--- src/rtl/picorv32_mem_pkg.sv ---
// -----------------------------------------------------------------------------
// picorv32_mem_pkg
// Shared types for the picorv32-native memory port (valid/ready handshake with
// addr/wdata/wstrb/rdata). The arbiter uses them for its request and response
// bundles and for its FSM state.
// -----------------------------------------------------------------------------
package picorv32_mem_pkg;

   typedef enum logic {
      IDLE = 1'b0,
      BUSY = 1'b1
   } state_t;

   // One master-side request, as seen on the native port.
   typedef struct packed {
      logic        valid;
      logic        instr;
      logic [31:0] addr;
      logic [31:0] wdata;
      logic [3:0]  wstrb;   // 0 means read
   } mem_req_t;

   // One response, as returned to a master.
   typedef struct packed {
      logic        ready;
      logic [31:0] rdata;
   } mem_rsp_t;

   // Read data returned to a master whose access was terminated by timeout.
   localparam logic [31:0] DEFAULT_ERR_RDATA = 32'hDEAD_BEEF;

endpackage

--- src/rtl/picorv32_mem_arbiter_rr_arb2.sv ---
// -----------------------------------------------------------------------------
// rr_arb2
// Two-way round-robin picker, purely combinational.
//   req  [1:0] in   request vector, bit i = master i
//   last       in   index of the master served most recently
//   gnt  [1:0] out  one-hot pick, 0 when nothing is requested
// On a tie the master that was NOT served last wins.
// -----------------------------------------------------------------------------
module rr_arb2 (
   input  logic [1:0] req,
   input  logic       last,
   output logic [1:0] gnt
);

   always_comb begin
      // NOTE: every output of a combinational block gets a default first, so no
      // path through the case can leave it unassigned and infer a latch.
      gnt = 2'b00;
      case (req)
         2'b01:   gnt = 2'b01;
         2'b10:   gnt = 2'b10;
         2'b11:   gnt = last ? 2'b01 : 2'b10;
         default: gnt = 2'b00;
      endcase
   end

endmodule

--- src/rtl/picorv32_mem_arbiter.sv ---
// -----------------------------------------------------------------------------
// picorv32_mem_arbiter
// Shares one picorv32-native memory port between two masters with round-robin
// grant and a response timeout that terminates a stuck access and records it.
//
// Ports
//   clk, reset                     clock, synchronous active-high reset
//   mX_valid/instr/addr/wdata/wstrb master X request (X = 0, 1)
//   mX_ready, mX_rdata             master X response (only the owner's is live)
//   s_valid/instr/addr/wdata/wstrb request forwarded to memory
//   s_ready, s_rdata               memory response
//   grant                          one-hot current owner, 0 when idle
//   err, err_addr, err_master      sticky record of the first timed-out access
//   err_clr                        clears the error record at the edge
// -----------------------------------------------------------------------------
module picorv32_mem_arbiter
   import picorv32_mem_pkg::*;
#(
   parameter int          TIMEOUT   = 16,
   parameter logic [31:0] ERR_RDATA = DEFAULT_ERR_RDATA
) (
   input  logic        clk,
   input  logic        reset,

   input  logic        m0_valid,
   input  logic        m0_instr,
   input  logic [31:0] m0_addr,
   input  logic [31:0] m0_wdata,
   input  logic [3:0]  m0_wstrb,
   output logic        m0_ready,
   output logic [31:0] m0_rdata,

   input  logic        m1_valid,
   input  logic        m1_instr,
   input  logic [31:0] m1_addr,
   input  logic [31:0] m1_wdata,
   input  logic [3:0]  m1_wstrb,
   output logic        m1_ready,
   output logic [31:0] m1_rdata,

   output logic        s_valid,
   output logic        s_instr,
   output logic [31:0] s_addr,
   output logic [31:0] s_wdata,
   output logic [3:0]  s_wstrb,
   input  logic        s_ready,
   input  logic [31:0] s_rdata,

   output logic [1:0]  grant,
   output logic        err,
   output logic [31:0] err_addr,
   output logic        err_master,
   input  logic        err_clr
);

   localparam int                CNT_W    = (TIMEOUT > 1) ? $clog2(TIMEOUT) : 1;
   localparam logic [CNT_W-1:0]  CNT_LAST = CNT_W'(TIMEOUT - 1);

   state_t           state, state_nxt;
   logic             owner, owner_nxt;
   logic             rr_last, rr_last_nxt;
   logic [CNT_W-1:0] cnt;
   logic             timed_out;
   logic [1:0]       pick;

   mem_req_t req0, req1, own_req, s_req;
   mem_rsp_t rsp;

   assign req0 = '{valid: m0_valid, instr: m0_instr, addr: m0_addr,
                   wdata: m0_wdata, wstrb: m0_wstrb};
   assign req1 = '{valid: m1_valid, instr: m1_instr, addr: m1_addr,
                   wdata: m1_wdata, wstrb: m1_wstrb};
   assign own_req = owner ? req1 : req0;

   rr_arb2 u_rr_arb2 (
      .req  ({m1_valid, m0_valid}),
      .last (rr_last),
      .gnt  (pick)
   );

   // Next-state and datapath muxes. Response paths are combinational from
   // s_ready so the master sees ready in the same cycle as the memory.
   always_comb begin
      state_nxt   = state;
      owner_nxt   = owner;
      rr_last_nxt = rr_last;
      timed_out   = 1'b0;
      s_req       = '0;
      rsp         = '0;

      case (state)
         IDLE: begin
            if (|pick) begin
               state_nxt = BUSY;
               owner_nxt = pick[1];
            end
         end
         BUSY: begin
            s_req = own_req;
            if (s_ready) begin
               // A real response always beats a timeout in the same cycle.
               rsp.ready   = 1'b1;
               rsp.rdata   = s_rdata;
               rr_last_nxt = owner;
               state_nxt   = IDLE;
            end else if (!own_req.valid) begin
               // Master withdrew its request: abandon quietly, no turn consumed.
               state_nxt = IDLE;
            end else if (cnt == CNT_LAST) begin
               // Terminate the access ourselves; withdraw it from the memory.
               s_req.valid = 1'b0;
               rsp.ready   = 1'b1;
               rsp.rdata   = ERR_RDATA;
               timed_out   = 1'b1;
               rr_last_nxt = owner;
               state_nxt   = IDLE;
            end
         end
         default: state_nxt = IDLE;
      endcase
   end

   always_ff @(posedge clk) begin
      // NOTE: state registers use non-blocking assignments so every register
      // samples the pre-edge values regardless of statement order.
      if (reset) begin
         state      <= IDLE;
         owner      <= 1'b0;
         rr_last    <= 1'b1;     // m0 wins the first tie after reset
         cnt        <= '0;
         err        <= 1'b0;
         err_addr   <= '0;
         err_master <= 1'b0;
      end else begin
         state   <= state_nxt;
         owner   <= owner_nxt;
         rr_last <= rr_last_nxt;
         cnt     <= (state == BUSY) ? cnt + 1'b1 : '0;

         // Only the first timeout is recorded; a timeout coinciding with a
         // clear starts a fresh record rather than being lost.
         if (timed_out && (!err || err_clr)) begin
            err        <= 1'b1;
            err_addr   <= own_req.addr;
            err_master <= owner;
         end else if (err_clr) begin
            err        <= 1'b0;
            err_addr   <= '0;
            err_master <= 1'b0;
         end
      end
   end

   assign s_valid = s_req.valid;
   assign s_instr = s_req.instr;
   assign s_addr  = s_req.addr;
   assign s_wdata = s_req.wdata;
   assign s_wstrb = s_req.wstrb;

   // rsp is only non-zero in BUSY, so routing by owner keeps the non-owner at 0.
   assign m0_ready = rsp.ready & ~owner;
   assign m0_rdata = owner ? 32'h0 : rsp.rdata;
   assign m1_ready = rsp.ready & owner;
   assign m1_rdata = owner ? rsp.rdata : 32'h0;

   assign grant = (state == BUSY) ? (owner ? 2'b10 : 2'b01) : 2'b00;

endmodule

--- config.mk ---
export PLATFORM = sky130hd
export DESIGN_NAME = picorv32_mem_arbiter
export DESIGN_NICKNAME = d
export VERILOG_FILES = /design/src/rtl/picorv32_mem_pkg.sv /design/src/rtl/picorv32_mem_arbiter_rr_arb2.sv /design/src/rtl/picorv32_mem_arbiter.sv
export SDC_FILE = /design/constraint.sdc
export NUM_CORES = 1
export LEC_CHECK = 0
export ABC_AREA = 1
export BUFFER_PORTS_ARGS = -buffer_cell sky130_fd_sc_hd__buf_2
export CAP_MARGIN = 30
export CELL_PAD_IN_SITES_DETAIL_PLACEMENT = 1
export CELL_PAD_IN_SITES_GLOBAL_PLACEMENT = 2
export CORE_MARGIN = 10
export CORE_UTILIZATION = 17
export CTS_CLUSTER_DIAMETER = 100
export DETAILED_ROUTE_END_ITERATION = 12
export PLACE_DENSITY = 0.95
export SLEW_MARGIN = 5
export SYNTH_ARGS = -nofsm -noshare
export SYNTH_HDL_FRONTEND = slang
export SYNTH_SLANG_ARGS = --single-unit
--- constraint.sdc ---
create_clock -name clk -period 2.4 [get_ports clk]
set_input_delay 0.36 -clock clk [delete_from_list [all_inputs] [get_ports clk]]
set_output_delay 0.36 -clock clk [all_outputs]
set_load 0.02 [all_outputs]
==> impl_metrics.py, run 1 <==
metrics = {
    "pwr": {
        "sw_frac_of_total": 0.353,
        "ir_drop_mv": 0.244,
        "clkPwrFrac": 0.328,
        "seqPwrFrac": 0.305,
        "total_power_mw": 2.27,
        "p_switching_mw": 0.802,
        "p_comb_frac": 0.367,
        "power.density_nw_per_um2": 410,
        "cellInternalPower_mw": 1.47,
        "p_leak_nw": 3.07,
    },
    "cells_and_area": {
        "fin_nets": 1006,
        "antenna_cells": 0,
        "synthToLayoutAreaGrowth_pct": 63.1,
        "fillers": 2539,
        "fin_area_um2": 5540,
        "multi_input_area_um2": 2140,
        "layout-drive-gt1-share": 0.519,
        "seq_area_um2": 822,
    },
    "timing": {
        "slew_headroom": 0.610,
        "finalSetupViolations": 0,
        "min_period_ns": 2.26,
        "fmax_ghz": 0.443,
        "post-route-period-util": 0.941,
        "hold_ws_ns": 0.446,
        "hold_viol_final": 0,
        "rsz0062_at_grt": "no",
        "setup_tns_ns": 0,
        "finalClockSkew_ns": 0.00497,
        "worst_pin_slew_ns": 0.584,
        "slew_viol_final": 0,
    },
    "yosys": {
        "synthArstFlopShare": 0,
        "synthCells": 503,
        "yosysTopAreaCellShare": 0.242,
        "synth_nets": 680,
        "syn_area_um2": 3390,
        "synthDistinctLibCells": 25,
        "synthAdderAreaFrac": 0.00369,
        "synth-edff-count": 0,
        "synth_xor_area_frac": 0,
        "synth_area_leaders": "dfxtp_1 (24%), nand2_1 (12%), a21oi_1 (12%), a21oi_2 (9.5%), a22o_1 (9.5%)",
        "synth_most_common_cell": "nand2_1",
        "synth_compound_area_frac": 0.312,
        "syn_avg_cell_area_um2": 6.75,
        "seq_area_frac_synth": 0.242,
        "synth_common_cells": "nand2_1 (108), a21oi_1 (80), dfxtp_1 (41)",
        "synth_area_leader_cell": "dfxtp_1",
        "ys_ff_latch": 41,
        "yosys.area_share.simple": 0.302,
        "synth_warnings": 0,
        "synth_top_family_by_area": "compound AO/OA/AOI/OAI gates",
        "ys.flop_type": "dfxtp_1",
        "synthMuxAreaShare": 0,
    },
    "critical_path": {
        "worstSetupStartpointType": "flip-flop",
        "slowest_stage": "dfxtp_1",
        "r2r_slack_ns": 0.46,
        "reg2reg_from": "owner",
        "timing_worst_setup_path_type": "reg2out",
        "arrival_ns": 1.90,
        "required_ns": 2.04,
        "crit_path_max_incr_delay_ns": 0.36,
        "r2r_cells": 6,
        "worstPathMaxFanout": 13,
        "cp_cell_sequence": "ha_1 -> nand2_1 -> inv_1 -> nand3_1 -> nand2_4 -> nand3_4 -> a21oi_2 -> buf_2",
        "timing.rr.end": "err_addr[24]",
        "cp-end-kind": "output port",
    },
    "route": {
        "vias": 4945,
        "wire_per_inst_um": 18.7,
        "drt-initial-drc-count": 248,
        "firstDrtPassIters": 4,
        "drc_errors": 0,
        "ant_nets": 0,
        "viasPerCell": 4.52,
        "routed_wl_um": 20500,
    },
    "job": {
        "drv_cap": 0,
    },
    "hold_path": {
        "hold_class": "in2reg",
        "min_delay_path_depth": 2,
        "hold_path_startpoint": "reset",
        "min_to": "err_addr[14]",
    },
    "clock_network": {
        "clkLatencyLatePin_ns": 0.28,
        "htreeDepth": 2,
        "hold_buffers": 0,
        "clkTransAtPathRegs_ns": 0.06,
        "cts_made_buffers": 5,
        "cts_buffer_depth": 2,
        "cts_tree": "yes",
        "cts.sinks": 41,
        "clock-root-buffer": "clkbuf_16",
    },
    "global_routing": {
        "grt_pass1_wl_um": 29500,
        "grt_max_degree": 45,
        "grt_antenna_before_repair": 0,
        "overflow": 0,
        "grt_pass1_vias": 5065,
        "track_usage": 0.140,
    },
    "placement": {
        "routabilityCongestion": 0.839,
        "placed_area_um2": 5300,
        "dp_hpwl_um": 16500,
        "io_buffer_count": 347,
    },
    "status": {
        "status": "complete, no violations",
    },
    "floorplan": {
        "start_util": 0.174,
        "core_um2": 19500,
        "io_pins": 348,
        "dieArea_um2": 26000,
        "die_h_um": 161,
        "die_x_um": 161,
        "num_rows": 51,
    },
}
## worst max path at each step
| stage | from | endpoint | slack [ns] | depth (start not counted) |
|---|---|---|---|---|
| 3_3_place_gp | owner | err_addr[21] | 0.37 | 6 |
| 4_1_cts | cnt[0] | m1_rdata[0] | 0.0006 | 8 |
| 5_1_grt | cnt[0] | m1_rdata[11] | 0.02 | 8 |
| 6_report | cnt[0] | m1_rdata[11] | 0.14 | 8 |
| 2_1_floorplan | cnt[0] | m1_rdata[10] | 0.70 | 8 |
| 3_5_place_dp | cnt[0] | m1_rdata[2] | 0.30 | 8 |
## cell type report
class	instances	area share
multi-input cells	370	0.386
flip-flops and latches	41	0.148
clock buffers	5	0.0226
clock inverters	2	0.00633
repair buffers	368	0.348
inverters	43	0.0291
well taps	265	0.0599
## power groups by stage
stage,registers [mW],clock network (mW),logic (mW)
2_1_floorplan,0.703,0,0.476
3_3_place_gp,0.708,0,0.818
3_5_place_dp,0.708,0,0.826
4_1_cts,0.693,0.776,0.830
5_1_grt,0.694,0.799,0.906
6_report,0.693,0.745,0.832
## sequential cells by signal, summed over array words and instances (netlist names)
register    cells
cnt             4
err             1
err_addr       32
err_master      1
owner           1
rr_last         1
state           1
## worst max-delay path: cells and delay by family, from the launching register on
kind	cells	cell delay (ns)
flip-flops	1	0.36
buffers and inverters	2	0.26
adder cells (fa/ha/maj)	1	0.22
AND/OR/NAND/NOR	4	0.59
AO/OA/AOI/OAI	1	0.20
## repair_timing
action,in CTS,in global routing
setup endpoints to repair,1,41
setup buffers,0,5
gates cloned,0,2
resized for setup,1,4
pin swaps,0,1
## cell usage in the layout (no fill, tap or decap), types with 3 or more instances in the layout
cell / netlist / layout
buf_2: 18 / 347
nand2_1: 108 / 108
a21oi_1: 80 / 79
inv_1: 40 / 40
dfxtp_1: 41 / 40
nand3_1: 38 / 38
a21oi_2: 37 / 38
a22o_1: 37 / 37
nand4_1: 33 / 33
nor3_1: 17 / 17
buf_4: 11 / 17
clkbuf_16: 0 / 5
nand3_4: 3 / 4
nand3_2: 3 / 4
nor2_1: 4 / 3
## per-stage QoR
step	setup WS [ns]	std cells	utilization
floorplan	0.696	503	-
global placement	0.374	1080	0.271
global route	0.0243	1094	0.284
finish	0.142	1094	0.284
detailed placement	0.297	1080	0.271
CTS	0.000615	1087	0.280
## kinds of logic after synthesis
logic type                 Yosys count
DFF                                 41
adders and majority gates            1
buffers and inverters               94
AOI/OAI and AO/OA                  156
and+or+nand+nor                    211
## layer usage
layer  GRT usage  part of all wire  vias to the layer above
li1            -                 -                     2406
met4      0.0256             0.010                        0
met5           0                 0                        -
met2       0.261              0.52                      176
met3      0.0338             0.059                       12
met1       0.159              0.41                     2351
(Power assumes the default switching activity.)
==> inputs of run 2 (changes only) <==
--- a/config.mk
+++ b/config.mk
@@ -5,13 +5,12 @@
 export SDC_FILE = /design/constraint.sdc
 export NUM_CORES = 1
 export LEC_CHECK = 0
-export ABC_AREA = 1
 export BUFFER_PORTS_ARGS = -buffer_cell sky130_fd_sc_hd__buf_2
 export CAP_MARGIN = 30
 export CELL_PAD_IN_SITES_DETAIL_PLACEMENT = 1
 export CELL_PAD_IN_SITES_GLOBAL_PLACEMENT = 2
 export CORE_MARGIN = 10
-export CORE_UTILIZATION = 17
+export CORE_UTILIZATION = 19
 export CTS_CLUSTER_DIAMETER = 100
 export DETAILED_ROUTE_END_ITERATION = 12
 export PLACE_DENSITY = 0.95
==> run 2 against run 1 <==
Register-to-register slack gained 0.17 ns. Largest power group unchanged. Setup slack better by 0.049 ns. Sequential share of layout area fell by 0.46 points.
==> impl_metrics.py, run 2 <==
metrics = {
    "status": {
        "status": "complete, no violations",
    },
    "clock_network": {
        "clock-root-buffer": "clkbuf_16",
        "cts.sinks": 41,
        "htreeDepth": 2,
        "cts_tree": "yes",
        "cts_buffer_depth": 2,
        "clkLatencyLatePin_ns": 0.28,
        "cts_made_buffers": 5,
        "clkTransAtPathRegs_ns": 0.06,
        "post_cts_buffers": 0,
    },
    "route": {
        "firstDrtPassIters": 4,
        "viasPerCell": 4.25,
        "drc_errors": 0,
        "wire_per_inst_um": 17.0,
        "routed_wl_um": 17100,
        "vias": 4275,
        "drt-initial-drc-count": 115,
        "ant_nets": 0,
    },
    "timing": {
        "post-route-period-util": 0.920,
        "setup_tns_ns": 0,
        "slew_headroom": 0.633,
        "worst_pin_slew_ns": 0.551,
        "finalSetupViolations": 0,
        "rsz0062_at_grt": "no",
        "slew_viol_final": 0,
        "fmax_ghz": 0.453,
        "min_period_ns": 2.21,
        "finalClockSkew_ns": 0.00824,
        "hold_viol_final": 0,
    },
    "yosys": {
        "synth-edff-count": 0,
        "synth_area_leader_cell": "mux2i_1",
        "synth_common_cells": "mux2i_1 (103), nor2b_1 (96), dfxtp_1 (41)",
        "syn_area_um2": 3610,
        "synth_warnings": 0,
        "synthArstFlopShare": 0,
        "synth_nets": 623,
        "synthDistinctLibCells": 28,
        "ys.flop_type": "dfxtp_1",
        "ys_ff_latch": 41,
        "synthCells": 446,
        "synth_area_leaders": "mux2i_1 (29%), dfxtp_1 (23%), nor2b_1 (17%), or2_2 (5.5%), nor3b_1 (5.0%)",
        "seq_area_frac_synth": 0.227,
        "yosysTopAreaCellShare": 0.285,
        "syn_avg_cell_area_um2": 8.10,
        "synth_most_common_cell": "mux2i_1",
    },
    "floorplan": {
        "core_um2": 18700,
        "io_pins": 348,
        "die_h_um": 158,
        "die_x_um": 158,
        "dieArea_um2": 24900,
        "start_util": 0.193,
        "num_rows": 50,
    },
    "critical_path": {
        "arrival_ns": 1.85,
        "required_ns": 2.04,
        "cp_cell_sequence": "ha_1 -> and3_2 -> a31oi_4 -> buf_12 -> nor3b_1 -> buf_2",
        "worstPathMaxFanout": 51,
        "cp-end-kind": "output port",
        "crit_path_max_incr_delay_ns": 0.35,
        "worstSetupStartpointType": "flip-flop",
        "r2r_slack_ns": 0.63,
        "slowest_stage": "dfxtp_1",
        "timing_worst_setup_path_type": "reg2out",
    },
    "cells_and_area": {
        "reg_top3": "err_addr: 32 flops, cnt: 4 flops",
        "fin_nets": 947,
        "layout-drive-gt1-share": 0.523,
        "synthToLayoutAreaGrowth_pct": 58.9,
        "seq_area_um2": 826,
        "largest_reg_flops": 32,
        "layout_common_cells": "buf_2 (347), mux2i_1 (103), nor2b_1 (96), dfxtp_1 (39), nand2_1 (35)",
        "fillers": 2388,
        "layout_commonest_cell": "buf_2",
        "instances_no_fill": 1006,
        "regMostFlops": "err_addr",
        "multi_input_area_um2": 2600,
    },
    "pwr": {
        "ir_drop_mv": 0.337,
        "power.density_nw_per_um2": 399,
        "p_leak_nw": 3.11,
    },
    "global_routing": {
        "grt_max_degree": 83,
        "overflow": 0,
        "grt_pass1_vias": 4412,
        "grt_pass1_wl_um": 24600,
        "track_usage": 0.122,
        "grt_antenna_before_repair": 1,
    },
    "placement": {
        "io_buffer_count": 347,
        "post-place-cells": 997,
        "dp_hpwl_um": 14700,
        "routabilityCongestion": 0.794,
    },
    "hold_path": {
        "hold_class": "in2reg",
    },
    "job": {
        "drv_cap": 0,
    },
}
run 2: repair_timing:
item | CTS | global route
setup endpoints to repair | 0 | 1
hold buffers | 0 | 0
gates resized for setup | 0 | 1
run 2: metal layers:
| metal | GRT usage | vias up | wire [um] |
|---|---|---|---|
| met3 | 0.0434 | 5 | 1770 |
| met2 | 0.228 | 188 | 8790 |
| met4 | 0.0134 | 0 | 62 |
| met1 | 0.133 | 1947 | 6480 |
| li1 | - | 2135 | - |
| met5 | 0 | - | 0 |
run 2: power by group:
part	internal, mW	switching (mW)
Sequential	0.686	0.00717
Clock	0.489	0.260
Combinational	0.372	0.475
run 2: layout make-up:
class	instances	share of cell area
diodes	1	0.000436
inverters	2	0.00131
well taps	234	0.0510
clock inverters	2	0.00610
clock buffers	6	0.0224
repair buffers	357	0.322
multi-input cells	363	0.453
flip-flops and latches	41	0.144
run 2: per-stage QoR:
stage	setup slack (ns)	total power, mW	util	instance area, um^2	hold slack [ns]
final	0.191	2.29	0.307	5740	0.361
after global routing	0.0253	2.43	0.307	5740	0.373
after CTS	0.128	2.34	0.307	5740	0.354
after detailed placement	0.444	1.57	0.298	5570	0.444
after global placement	0.462	1.56	0.298	5570	0.434
after floorplan	0.467	1.22	-	3610	0.418
run 2: logic make-up (layout without fill, tap and decap cells):
| group | Yosys count | count (layout) | synth area share |
|---|---|---|---|
| other cells | 0 | 1 | 0 |
| xor+xnor | 2 | 2 | 0.00485 |
| compound gates | 7 | 7 | 0.0152 |
| fa+ha+maj | 1 | 1 | 0.00346 |
| buf+inv | 42 | 367 | 0.0547 |
| flops | 41 | 41 | 0.227 |
| simple gates | 249 | 249 | 0.405 |
| mux | 104 | 104 | 0.289 |
run 2: worst max-delay path: cells and delay by family, from the launching register on:
kind / cells / cell delay (ns)
AOI/OAI and AO/OA: 1 / 0.10
adders and majority gates: 1 / 0.24
buffers and inverters: 2 / 0.40
DFF: 1 / 0.35
and+or+nand+nor: 2 / 0.48
run 2: worst paths after layout:
kind	start	end	cells past startpoint
setup / recovery	cnt[0]	m1_rdata[13]	6
hold reg to reg	cnt[0]	cnt[0]	1
setup reg to reg	cnt[0]	err_addr[20]	5
hold / removal	m1_valid	owner	3
==> inputs of run 3 (changes only) <==
--- a/config.mk
+++ b/config.mk
@@ -5,15 +5,16 @@
 export SDC_FILE = /design/constraint.sdc
 export NUM_CORES = 1
 export LEC_CHECK = 0
+export ABC_AREA = 1
 export BUFFER_PORTS_ARGS = -buffer_cell sky130_fd_sc_hd__buf_2
 export CAP_MARGIN = 30
 export CELL_PAD_IN_SITES_DETAIL_PLACEMENT = 1
 export CELL_PAD_IN_SITES_GLOBAL_PLACEMENT = 2
 export CORE_MARGIN = 10
-export CORE_UTILIZATION = 19
+export CORE_UTILIZATION = 17
 export CTS_CLUSTER_DIAMETER = 100
 export DETAILED_ROUTE_END_ITERATION = 12
-export PLACE_DENSITY = 0.95
+export PLACE_DENSITY = 0.84
 export SLEW_MARGIN = 5
 export SYNTH_ARGS = -nofsm -noshare
 export SYNTH_HDL_FRONTEND = slang
==> run 3 against run 2 <==
Utilization decreased by 2.4 points. Routed wire length increased by 19%. Highest routed layer unchanged. Sequential share of layout area is 0.52 points higher. Clock power fell by 11%. Clock-buffer cell count is 1 higher. Final area fell by 3.8%. Clock skew is 0.0065 ns lower. Largest power group unchanged.
==> impl_metrics.py, run 3 (synthesis results as in run 1) <==
metrics = {
    "critical_path": {
        "worstSetupStartpointType": "flip-flop",
        "reg2reg_from": "owner",
        "required_ns": 2.04,
        "cp-end-kind": "output port",
        "worstPathMaxFanout": 15,
        "arrival_ns": 1.85,
        "timing_worst_setup_path_type": "reg2out",
        "r2r_cells": 6,
        "timing.rr.end": "err_addr[1]",
        "r2r_slack_ns": 0.55,
        "worstSetupStartpoint": "cnt[0]",
    },
    "cells_and_area": {
        "synthToLayoutAreaGrowth_pct": 62.7,
        "reg_top3": "err_addr: 32 flops, cnt: 4 flops",
        "layout-drive-gt1-share": 0.521,
        "layout_commonest_cell": "buf_2",
        "largest_reg_flops": 32,
        "fillers": 2602,
        "layout_common_cells": "buf_2 (346), nand2_1 (107), a21oi_1 (79), inv_1 (40), dfxtp_1 (39)",
        "regMostFlops": "err_addr",
        "fin_nets": 1006,
        "antenna_cells": 0,
        "instances_no_fill": 1094,
    },
    "clock_network": {
        "cts.sinks": 41,
        "hold_buffers": 0,
        "htreeDepth": 2,
        "cts_buffer_depth": 2,
        "cts_tree": "yes",
        "clkTransAtPathRegs_ns": 0.06,
        "clock-root-buffer": "clkbuf_16",
        "clkLatencyLatePin_ns": 0.28,
        "cts_made_buffers": 5,
    },
    "timing": {
        "fmax_ghz": 0.452,
        "finalClockSkew_ns": 0.00172,
        "rsz0062_at_grt": "no",
        "slew_viol_final": 0,
        "fin_ws_ns": 0.185,
        "post-route-period-util": 0.923,
        "min_period_ns": 2.21,
        "hold_viol_final": 0,
        "slew_headroom": 0.542,
        "finalSetupViolations": 0,
        "worst_pin_slew_ns": 0.687,
        "setup_tns_ns": 0,
    },
    "route": {
        "routed_wl_um": 20300,
        "drt-initial-drc-count": 208,
        "firstDrtPassIters": 4,
        "viasPerCell": 4.46,
        "drc_errors": 0,
        "vias": 4882,
        "ant_nets": 0,
        "wire_per_inst_um": 18.6,
    },
    "floorplan": {
        "io_pins": 348,
        "core_um2": 19500,
        "num_rows": 51,
        "die_x_um": 161,
        "start_util": 0.174,
        "die_h_um": 161,
        "dieArea_um2": 26000,
    },
    "pwr": {
        "total_power_mw": 2.18,
        "p_leak_nw": 3.06,
        "power.density_nw_per_um2": 395,
        "ir_drop_mv": 0.219,
    },
    "status": {
        "status": "complete, no violations",
    },
    "global_routing": {
        "grt_pass1_wl_um": 30200,
        "overflow": 0,
        "grt_max_degree": 50,
        "track_usage": 0.144,
        "grt_pass1_vias": 5136,
        "grt_antenna_before_repair": 0,
    },
    "placement": {
        "routabilityCongestion": 0.772,
        "post-place-cells": 1079,
        "io_buffer_count": 347,
        "post-place-ws_ns": 0.308,
        "dp_hpwl_um": 16400,
    },
    "hold_path": {
        "min_to": "owner",
        "min_delay_path_depth": 2,
        "hold_class": "in2reg",
        "hold_path_startpoint": "reset",
    },
    "job": {
        "drv_cap": 0,
    },
}
-- run 3: power breakdown --
part	leakage, nW	switching [mW]	internal (mW)
Sequential	0.332	0.0101	0.686
Clock	0.0700	0.257	0.408
Combinational	2.66	0.526	0.295
-- run 3: how the worst max path moves through the flow --
stage	slack (ns)	cells past startpoint	to
2_1_floorplan	0.70	8	m1_rdata[10]
3_3_place_gp	0.38	8	m1_rdata[5]
3_5_place_dp	0.31	8	m1_rdata[5]
4_1_cts	-0.007	8	m1_rdata[5]
5_1_grt	0.01	9	m0_rdata[27]
6_report	0.19	9	m0_rdata[21]
-- run 3: layer usage --
| layer | wire, um | up-vias | global-route usage | share of wire |
|---|---|---|---|---|
| met4 | 240 | 0 | 0.0269 | 0.012 |
| li1 | - | 2392 | - | - |
| met1 | 7950 | 2308 | 0.159 | 0.39 |
| met5 | 0 | - | 0 | 0 |
| met3 | 1540 | 13 | 0.0465 | 0.075 |
| met2 | 10600 | 169 | 0.264 | 0.52 |
-- run 3: worst max-delay path, cell delays in order (launching register included) --
cell and delay [ns]:
dfxtp_1 0.35, ha_2 0.22, nand2_1 0.06, inv_1 0.07, nand3_1 0.12, nand2_4 0.14, nand3_4 0.14, buf_12 0.19
a21oi_2 0.10, buf_2 0.18
-- run 3: timing repair --
item,CTS,global route
gates resized for setup,3,8
setup endpoints to repair,17,44
endpoints found under the hold margin,0,0
buffers inserted,0,7
pin swaps,0,1
gates cloned,0,1
-- run 3: layout make-up --
type / count / area [um^2] / share of cell area
Clock buffer: 7 / 143 / 0.0258
Inverter: 43 / 161 / 0.0292
Multi-Input combinational cell: 369 / 2130 / 0.386
Sequential cell: 41 / 823 / 0.149
Tap cell: 265 / 332 / 0.0600
Timing Repair Buffer: 369 / 1930 / 0.350
-- run 3: per-stage QoR --
step | area [um^2] | utilization | hold WS (ns)
2_1_floorplan | 3390 | - | 0.418
3_3_place_gp | 5260 | 0.270 | 0.431
3_5_place_dp | 5260 | 0.270 | 0.450
4_1_cts | 5420 | 0.277 | 0.266
5_1_grt | 5520 | 0.283 | 0.286
6_report | 5520 | 0.283 | 0.278
